[src/rtl/desc_diff_streamer_if.sv]
// Signal bundle between the descriptor RAMs, the SAD streamer and the ratio-test comparator.
interface desc_diff_streamer_if #(
  parameter int DESC_LEN = 128,
  parameter int ELEM_W   = 8,
  parameter int DIFF_W   = 17,
  parameter int IDX_W    = 10,
  parameter int NUM_W    = 11
);
  localparam int EW = $clog2(DESC_LEN);

  // Handshake: o_valid is a one-cycle strobe with no per-beat backpressure; the consumer must
  // take (o_diff, o_indx, o_last) in the cycle it is seen. Throttling is only via i_stall, which
  // takes effect at the next descriptor boundary. i_match_finish is a one-cycle pulse closing the job.
  logic                  istart;
  logic [NUM_W-1:0]      fnum_scene;
  logic                  i_stall;
  logic                  i_match_finish;
  logic [EW-1:0]         q_addr;
  logic [ELEM_W-1:0]     q_data;
  logic [IDX_W+EW-1:0]   s_addr;
  logic [ELEM_W-1:0]     s_data;
  logic [DIFF_W-1:0]     o_diff;
  logic [IDX_W-1:0]      o_indx;
  logic                  o_valid;
  logic                  o_last;
  logic                  o_busy;
  logic                  o_done;

  modport master (
    input  istart, fnum_scene, i_stall, i_match_finish, q_data, s_data,
    output q_addr, s_addr, o_diff, o_indx, o_valid, o_last, o_busy, o_done
  );

  modport slave (
    output istart, fnum_scene, i_stall, i_match_finish, q_data, s_data,
    input  q_addr, s_addr, o_diff, o_indx, o_valid, o_last, o_busy, o_done
  );
endinterface

[src/rtl/desc_diff_streamer.sv]
// Streams one saturated SAD per scene descriptor against a single query descriptor,
// then waits for the comparator's finish pulse before signalling done.
module desc_diff_streamer #(
  parameter int DESC_LEN = 128,
  parameter int ELEM_W   = 8,
  parameter int DIFF_W   = 17,
  parameter int IDX_W    = 10,
  parameter int NUM_W    = 11
) (
  input  logic                 iclk,
  input  logic                 irst,
  desc_diff_streamer_if.master bus,
  output logic [2:0]           state_dbg
);
  localparam int EW = $clog2(DESC_LEN);
  localparam int AW = DIFF_W + 1;
  localparam logic [EW-1:0] ELEM_LAST = EW'(DESC_LEN - 1);
  localparam logic [31:0]   MAX_SCENES = 32'(2 ** IDX_W);
  localparam logic [AW:0]   SAT_CAP = (AW + 1)'(1) << DIFF_W;

  localparam logic [2:0] S_IDLE  = 3'd0;
  localparam logic [2:0] S_RUN   = 3'd1;
  localparam logic [2:0] S_HOLD  = 3'd2;
  localparam logic [2:0] S_DRAIN = 3'd3;
  localparam logic [2:0] S_WAIT  = 3'd4;
  localparam logic [2:0] S_DONE  = 3'd5;

  logic [2:0]        state;
  logic [EW-1:0]     elem;
  logic [IDX_W-1:0]  idx;
  logic [IDX_W-1:0]  last_idx;
  logic              drain_cnt;

  logic              tag_v;
  logic [EW-1:0]     tag_elem;
  logic [IDX_W-1:0]  tag_idx;
  logic              tag_last;

  logic [AW-1:0]     acc;
  logic [AW-1:0]     acc_base;
  logic [AW:0]       acc_sum;
  logic [AW-1:0]     acc_nxt;
  logic [DIFF_W-1:0] diff_nxt;
  logic [ELEM_W-1:0] adiff;

  logic [DIFF_W-1:0] diff_r;
  logic [IDX_W-1:0]  indx_r;
  logic              valid_r;
  logic              last_r;

  logic              scene_clamp;
  logic [NUM_W-1:0]  num_m1;
  logic [IDX_W-1:0]  last_idx_nxt;

  // Counts above 2^IDX_W clamp, so the last index is then all-ones.
  assign scene_clamp  = 32'(bus.fnum_scene) > MAX_SCENES;
  assign num_m1       = bus.fnum_scene - NUM_W'(1);
  assign last_idx_nxt = scene_clamp ? '1 : IDX_W'(num_m1);

  always_ff @(posedge iclk or negedge irst) begin
    if (!irst) begin
      state     <= S_IDLE;
      elem      <= '0;
      idx       <= '0;
      last_idx  <= '0;
      drain_cnt <= 1'b0;
    end else begin
      case (state)
        S_IDLE: begin
          if (bus.istart) begin
            elem     <= '0;
            idx      <= '0;
            last_idx <= last_idx_nxt;
            state    <= (bus.fnum_scene == '0) ? S_DONE : S_RUN;
          end
        end
        S_RUN: begin
          elem <= elem + EW'(1);
          if (elem == ELEM_LAST) begin
            idx <= idx + IDX_W'(1);
            if (idx == last_idx) begin
              state     <= S_DRAIN;
              drain_cnt <= 1'b0;
            end else if (bus.i_stall) begin
              state <= S_HOLD;
            end
          end
        end
        S_HOLD: begin
          if (!bus.i_stall) state <= S_RUN;
        end
        S_DRAIN: begin
          drain_cnt <= 1'b1;
          if (drain_cnt) state <= S_WAIT;
        end
        S_WAIT: begin
          if (bus.i_match_finish) state <= S_DONE;
        end
        S_DONE: state <= S_IDLE;
        default: state <= S_IDLE;
      endcase
    end
  end

  // Stage 1: tag travels alongside the RAM read so it lines up with q_data/s_data.
  always_ff @(posedge iclk or negedge irst) begin
    if (!irst) begin
      tag_v    <= 1'b0;
      tag_elem <= '0;
      tag_idx  <= '0;
      tag_last <= 1'b0;
    end else begin
      tag_v    <= (state == S_RUN);
      tag_elem <= elem;
      tag_idx  <= idx;
      tag_last <= (idx == last_idx);
    end
  end

  always_comb begin
    adiff    = (bus.q_data >= bus.s_data) ? (bus.q_data - bus.s_data)
                                          : (bus.s_data - bus.q_data);
    acc_base = (tag_elem == '0) ? '0 : acc;
    acc_sum  = {1'b0, acc_base} + (AW + 1)'(adiff);
    // Pin the accumulator at 2^DIFF_W once exceeded so it can never wrap back into range.
    acc_nxt  = (acc_sum > SAT_CAP) ? AW'(SAT_CAP) : acc_sum[AW-1:0];
    diff_nxt = acc_nxt[DIFF_W] ? '1 : acc_nxt[DIFF_W-1:0];
  end

  // Stage 2: accumulate and emit on the final element of each descriptor.
  always_ff @(posedge iclk or negedge irst) begin
    if (!irst) begin
      acc     <= '0;
      diff_r  <= '0;
      indx_r  <= '0;
      valid_r <= 1'b0;
      last_r  <= 1'b0;
    end else begin
      valid_r <= 1'b0;
      last_r  <= 1'b0;
      if (tag_v) begin
        acc <= acc_nxt;
        if (tag_elem == ELEM_LAST) begin
          diff_r  <= diff_nxt;
          indx_r  <= tag_idx;
          valid_r <= 1'b1;
          last_r  <= tag_last;
        end
      end
    end
  end

  assign bus.q_addr  = elem;
  assign bus.s_addr  = {idx, elem};
  assign bus.o_diff  = diff_r;
  assign bus.o_indx  = indx_r;
  assign bus.o_valid = valid_r;
  assign bus.o_last  = last_r;
  assign bus.o_busy  = (state != S_IDLE);
  assign bus.o_done  = (state == S_DONE);
  assign state_dbg   = state;

  a_valid_strobe: assert property (@(posedge iclk) disable iff (!irst) bus.o_valid |=> !bus.o_valid);
  a_done_strobe:  assert property (@(posedge iclk) disable iff (!irst) bus.o_done |=> !bus.o_done);
  a_last_valid:   assert property (@(posedge iclk) disable iff (!irst) bus.o_last |-> bus.o_valid);
endmodule
[src/flat_wrapper.sv]
// flat-port wrapper written by rule: the top's interface ports become plain ports
module desc_diff_streamer_flat 
#(
  parameter int DESC_LEN = 128,
  parameter int ELEM_W   = 8,
  parameter int DIFF_W   = 17,
  parameter int IDX_W    = 10,
  parameter int NUM_W    = 11
)
  (iclk, irst, state_dbg, bus_istart, bus_fnum_scene, bus_i_stall, bus_i_match_finish, bus_q_data, bus_s_data, bus_q_addr, bus_s_addr, bus_o_diff, bus_o_indx, bus_o_valid, bus_o_last, bus_o_busy, bus_o_done);
  desc_diff_streamer_if #(.DESC_LEN(DESC_LEN), .ELEM_W(ELEM_W), .DIFF_W(DIFF_W), .IDX_W(IDX_W), .NUM_W(NUM_W)) bus_i ();
  input  logic iclk;
  input  logic irst;
  output logic [2:0] state_dbg;
  input wire logic [$bits(bus_i.istart)-1:0] bus_istart;
  input wire logic [$bits(bus_i.fnum_scene)-1:0] bus_fnum_scene;
  input wire logic [$bits(bus_i.i_stall)-1:0] bus_i_stall;
  input wire logic [$bits(bus_i.i_match_finish)-1:0] bus_i_match_finish;
  input wire logic [$bits(bus_i.q_data)-1:0] bus_q_data;
  input wire logic [$bits(bus_i.s_data)-1:0] bus_s_data;
  output wire logic [$bits(bus_i.q_addr)-1:0] bus_q_addr;
  output wire logic [$bits(bus_i.s_addr)-1:0] bus_s_addr;
  output wire logic [$bits(bus_i.o_diff)-1:0] bus_o_diff;
  output wire logic [$bits(bus_i.o_indx)-1:0] bus_o_indx;
  output wire logic [$bits(bus_i.o_valid)-1:0] bus_o_valid;
  output wire logic [$bits(bus_i.o_last)-1:0] bus_o_last;
  output wire logic [$bits(bus_i.o_busy)-1:0] bus_o_busy;
  output wire logic [$bits(bus_i.o_done)-1:0] bus_o_done;
  assign bus_i.istart = bus_istart;
  assign bus_i.fnum_scene = bus_fnum_scene;
  assign bus_i.i_stall = bus_i_stall;
  assign bus_i.i_match_finish = bus_i_match_finish;
  assign bus_i.q_data = bus_q_data;
  assign bus_i.s_data = bus_s_data;
  assign bus_q_addr = bus_i.q_addr;
  assign bus_s_addr = bus_i.s_addr;
  assign bus_o_diff = bus_i.o_diff;
  assign bus_o_indx = bus_i.o_indx;
  assign bus_o_valid = bus_i.o_valid;
  assign bus_o_last = bus_i.o_last;
  assign bus_o_busy = bus_i.o_busy;
  assign bus_o_done = bus_i.o_done;
  desc_diff_streamer #(.DESC_LEN(DESC_LEN), .ELEM_W(ELEM_W), .DIFF_W(DIFF_W), .IDX_W(IDX_W), .NUM_W(NUM_W)) u_core (.iclk(iclk), .irst(irst), .bus(bus_i), .state_dbg(state_dbg));
endmodule
[config.mk]
export PLATFORM = sky130hd
export DESIGN_NAME = desc_diff_streamer_flat
export DESIGN_NICKNAME = d
export VERILOG_FILES = /design/src/rtl/desc_diff_streamer_if.sv /design/src/rtl/desc_diff_streamer.sv /design/src/flat_wrapper.sv
export SDC_FILE = /design/constraint.sdc
export NUM_CORES = 1
export LEC_CHECK = 0
export ABC_AREA = 1
export CAP_MARGIN = 5
export CORE_MARGIN = 2
export CORE_UTILIZATION = 45
export DETAILED_ROUTE_END_ITERATION = 8
export GPL_ROUTABILITY_DRIVEN = 0
export PLACE_DENSITY = 0.68
export SLEW_MARGIN = 20
export SYNTH_ARGS = -nofsm -noshare
export SYNTH_HDL_FRONTEND = slang
export SYNTH_SLANG_ARGS = --single-unit
[constraint.sdc]
create_clock -name iclk -period 4.05 [get_ports iclk]
set_input_delay 0.81 -clock iclk [delete_from_list [all_inputs] [get_ports iclk]]
set_output_delay 0.81 -clock iclk [all_outputs]
set_load 0.03 [all_outputs]
==> results.cfg <==
[global_route]
grt_max_degree = 42
overflow = 0
grt_pass1_vias = 5584
grt_use_total_pct = 22.5
antenna_found_initial = 0
grt_pass1_wl_mm = 25.6

[critical_path]
critical_path.top_delay_family = simple AND/OR/NAND/NOR gates
crit_top_cell = nor2_4
criticalPathCategory = in -> reg
critPathSlowestCell = ha_1
crit_end = u_core.acc[0]
cp_data_arrival_time_ns = 4.19
crit_fanout = 8
reg2reg_slack_ns = 0.79
rr_worst_depth = 22
timing.rr.end = u_core.acc[0]
cpPeakStageDelay_ns = 0.33
path_depth = 25
critPathCaptureType = register
critical_path_buf_inv_count = 5
critPathLaunch = bus_s_data[6]
worst-endpoint-required_ns = 4.34
cp-start-kind = primary input
r2r-start = u_core.tag_elem[0]

[cts]
cts_inserted_buffers = 9
clkSinkCount = 97
cts_buffer_depth = 2
cts_tree = done
cts_root_buf = clkbuf_16
clock_latency_ns = 0.35
htree_levels = 3
path_clk_slew_ns = 0.07

[finish]
drive_above_1_share_pct = 27.5
mostFrequentLayoutCell = nand2_1
antennaDiodeCount = 0
final_cell_mix = 166 x nand2_1, 112 x inv_1, 97 x dfrtp_1, 92 x buf_4, 72 x clkdlybuf4s50_1
multiInputGateArea_sq_um = 3340
regArea_sq_um = 2430
fillers = 1055
post-route-util_pct = 66.1
final_nets = 991
syn2layout_area_growth_pct = 42.8

[power_and_ir_drop]
ir_drop_mv = 0.405
power_density_nw_per_um2 = 629
power.total_mw = 5.29
leakagePower_nw = 4.27

[synthesis]
syn_avg_cell_area_sq_um = 7.85
yosys_warnings = 0
syn_inst = 750
synth_edf_count = 0
synth-async-reset-ratio_pct = 100
ys_seq_elements = 97
yosysSeqAreaShare_pct = 41.2
syn_area_sq_um = 5890
synthesis.nets = 811
synth_top_area_cell = dfrtp_1
synth_ff_type = dfrtp_1
synth_top_cell_area_share_pct = 41.2
yosys.cell_types.count = 47
synthTopCellsByArea = dfrtp_1 41%, nand2_1 12%, inv_1 8.0%, ha_1 5.5%, nand3_1 3.9%

[flow_run]
cap_violations = 0

[floorplanning]
die_area_sq_um = 14000
dieWidth_um = 118
rows = 41
start_util_pct = 46.3
die_h_um = 118
core_area_sq_um = 12700
io_pins = 90

[timing]
period_share_pct = 96.5
drv_slew = 0
min_period_ns = 3.91
hold_violations = 0
max_clock_freq_mhz = 256
finalClockSkew_ns = 0.00733
tightest_slew_ns = 0.692
setup_viol = 0
slew_headroom_pct = 53.9
setup_tns_ns = 0

[placement]
port_buffers = 89
hpwl_mm = 10.9

[drt]
via_per_inst = 5.07
drcViolationCount = 0
vias = 5615
drtPass1Iterations = 5
finalWirelength_mm = 16.3
wl_per_cell_um = 14.8
drt_iter0_markers = 342
ant_nets = 0

[run_status]
outcome = finished, final reports clean

[min_path]
hp-class = in -> async
==> worst register-to-register path: cells and delay by family, from the launching register on <==
family,cells,cell delay (ns)
buffers and inverters,1,0.15
adders and majority gates,2,0.65
and+or+nand+nor,19,1.99
DFF,1,0.40
==> how the worst min path moves through the flow <==
stage | end | slack, ns | cells past startpoint
6_report | u_core.last_idx[8] | 0.43 | 1
2_1_floorplan | u_core.bus.o_indx[0] | 0.42 | 2
5_1_grt | u_core.tag_idx[9] | 0.46 | 0
3_3_place_gp | u_core.tag_idx[9] | 0.42 | 0
4_1_cts | u_core.tag_idx[9] | 0.44 | 0
3_5_place_dp | u_core.tag_idx[9] | 0.42 | 0
==> synthesized netlist by cell type (4+ instances only) <==
cell type    n
nand2_1    187
inv_1      126
dfrtp_1     97
nor2_1      59
nand3_1     46
a21oi_1     30
ha_1        26
o21ai_0     22
o22ai_1     15
xor2_1      13
buf_4        9
nand2_2      8
nand3_2      8
nand4_1      8
xnor2_1      8
nor2_2       7
clkbuf_1     6
a2bb2oi_1    5
buf_2        5
nor3_1       5
nor3_2       5
o221ai_1     5
or2_2        5
nand3b_1     4
==> cell type report <==
class	instances	area share, %
repair buffers	188	19.7
clock buffers	9	2.68
well taps	172	2.56
multi-input cells	504	39.7
inverters	130	5.83
flip-flops and latches	97	28.9
clock inverters	7	0.714
==> report_power, final <==
group	switching (mW)	internal [mW]
clock network	0.390	0.427
registers	0.172	1.18
logic	1.78	1.34
==> routing by layer <==
metal,wire [um],GRT usage (%)
met1,6670,27.2
met2,8510,39.8
met3,705,3.33
met4,460,9.90
met5,0,0
==> sequential cells by signal, summed over array words and instances, names as in the netlist, 3 cells and up <==
signal	count
u_core.acc	18
u_core.bus.o_diff	17
u_core.bus.o_indx	10
u_core.idx	10
u_core.last_idx	10
u_core.tag_idx	10
u_core.bus.q_addr	7
u_core.tag_elem	7
u_core.state_dbg	3
==> stage by stage <==
step,hold slack [ns],cell area [sq um],worst slack [ns],cells
final,0.431,8410,0.143,1107
after global routing,0.460,8410,-0.0769,1107
after CTS,0.438,8050,0.00442,1096
after detailed placement,0.421,7400,-0.814,1062
after global placement,0.416,7400,-0.772,1062
after floorplan,0.418,5890,0.0599,750
==> repair_timing <==
action                                  in CTS  in global routing
setup buffers                               16                 11
endpoints found under the setup margin      35                 35
pin swaps                                   37                 55
hold buffers                                 0                  0
resized for setup                           62                 83
cloned                                       2                  0
==> logic make-up after synthesis <==
family	after synthesis	share of synthesized area, %
AO/OA/AOI/OAI	91	9.35
AND/OR/NAND/NOR	356	28.0
adder cells (fa/ha/maj)	29	6.54
flip-flops	97	41.2
multiplexers	2	0.340
XOR/XNOR	24	3.95
buffers and inverters	151	10.6
Power figures use the tool's default switching activity.
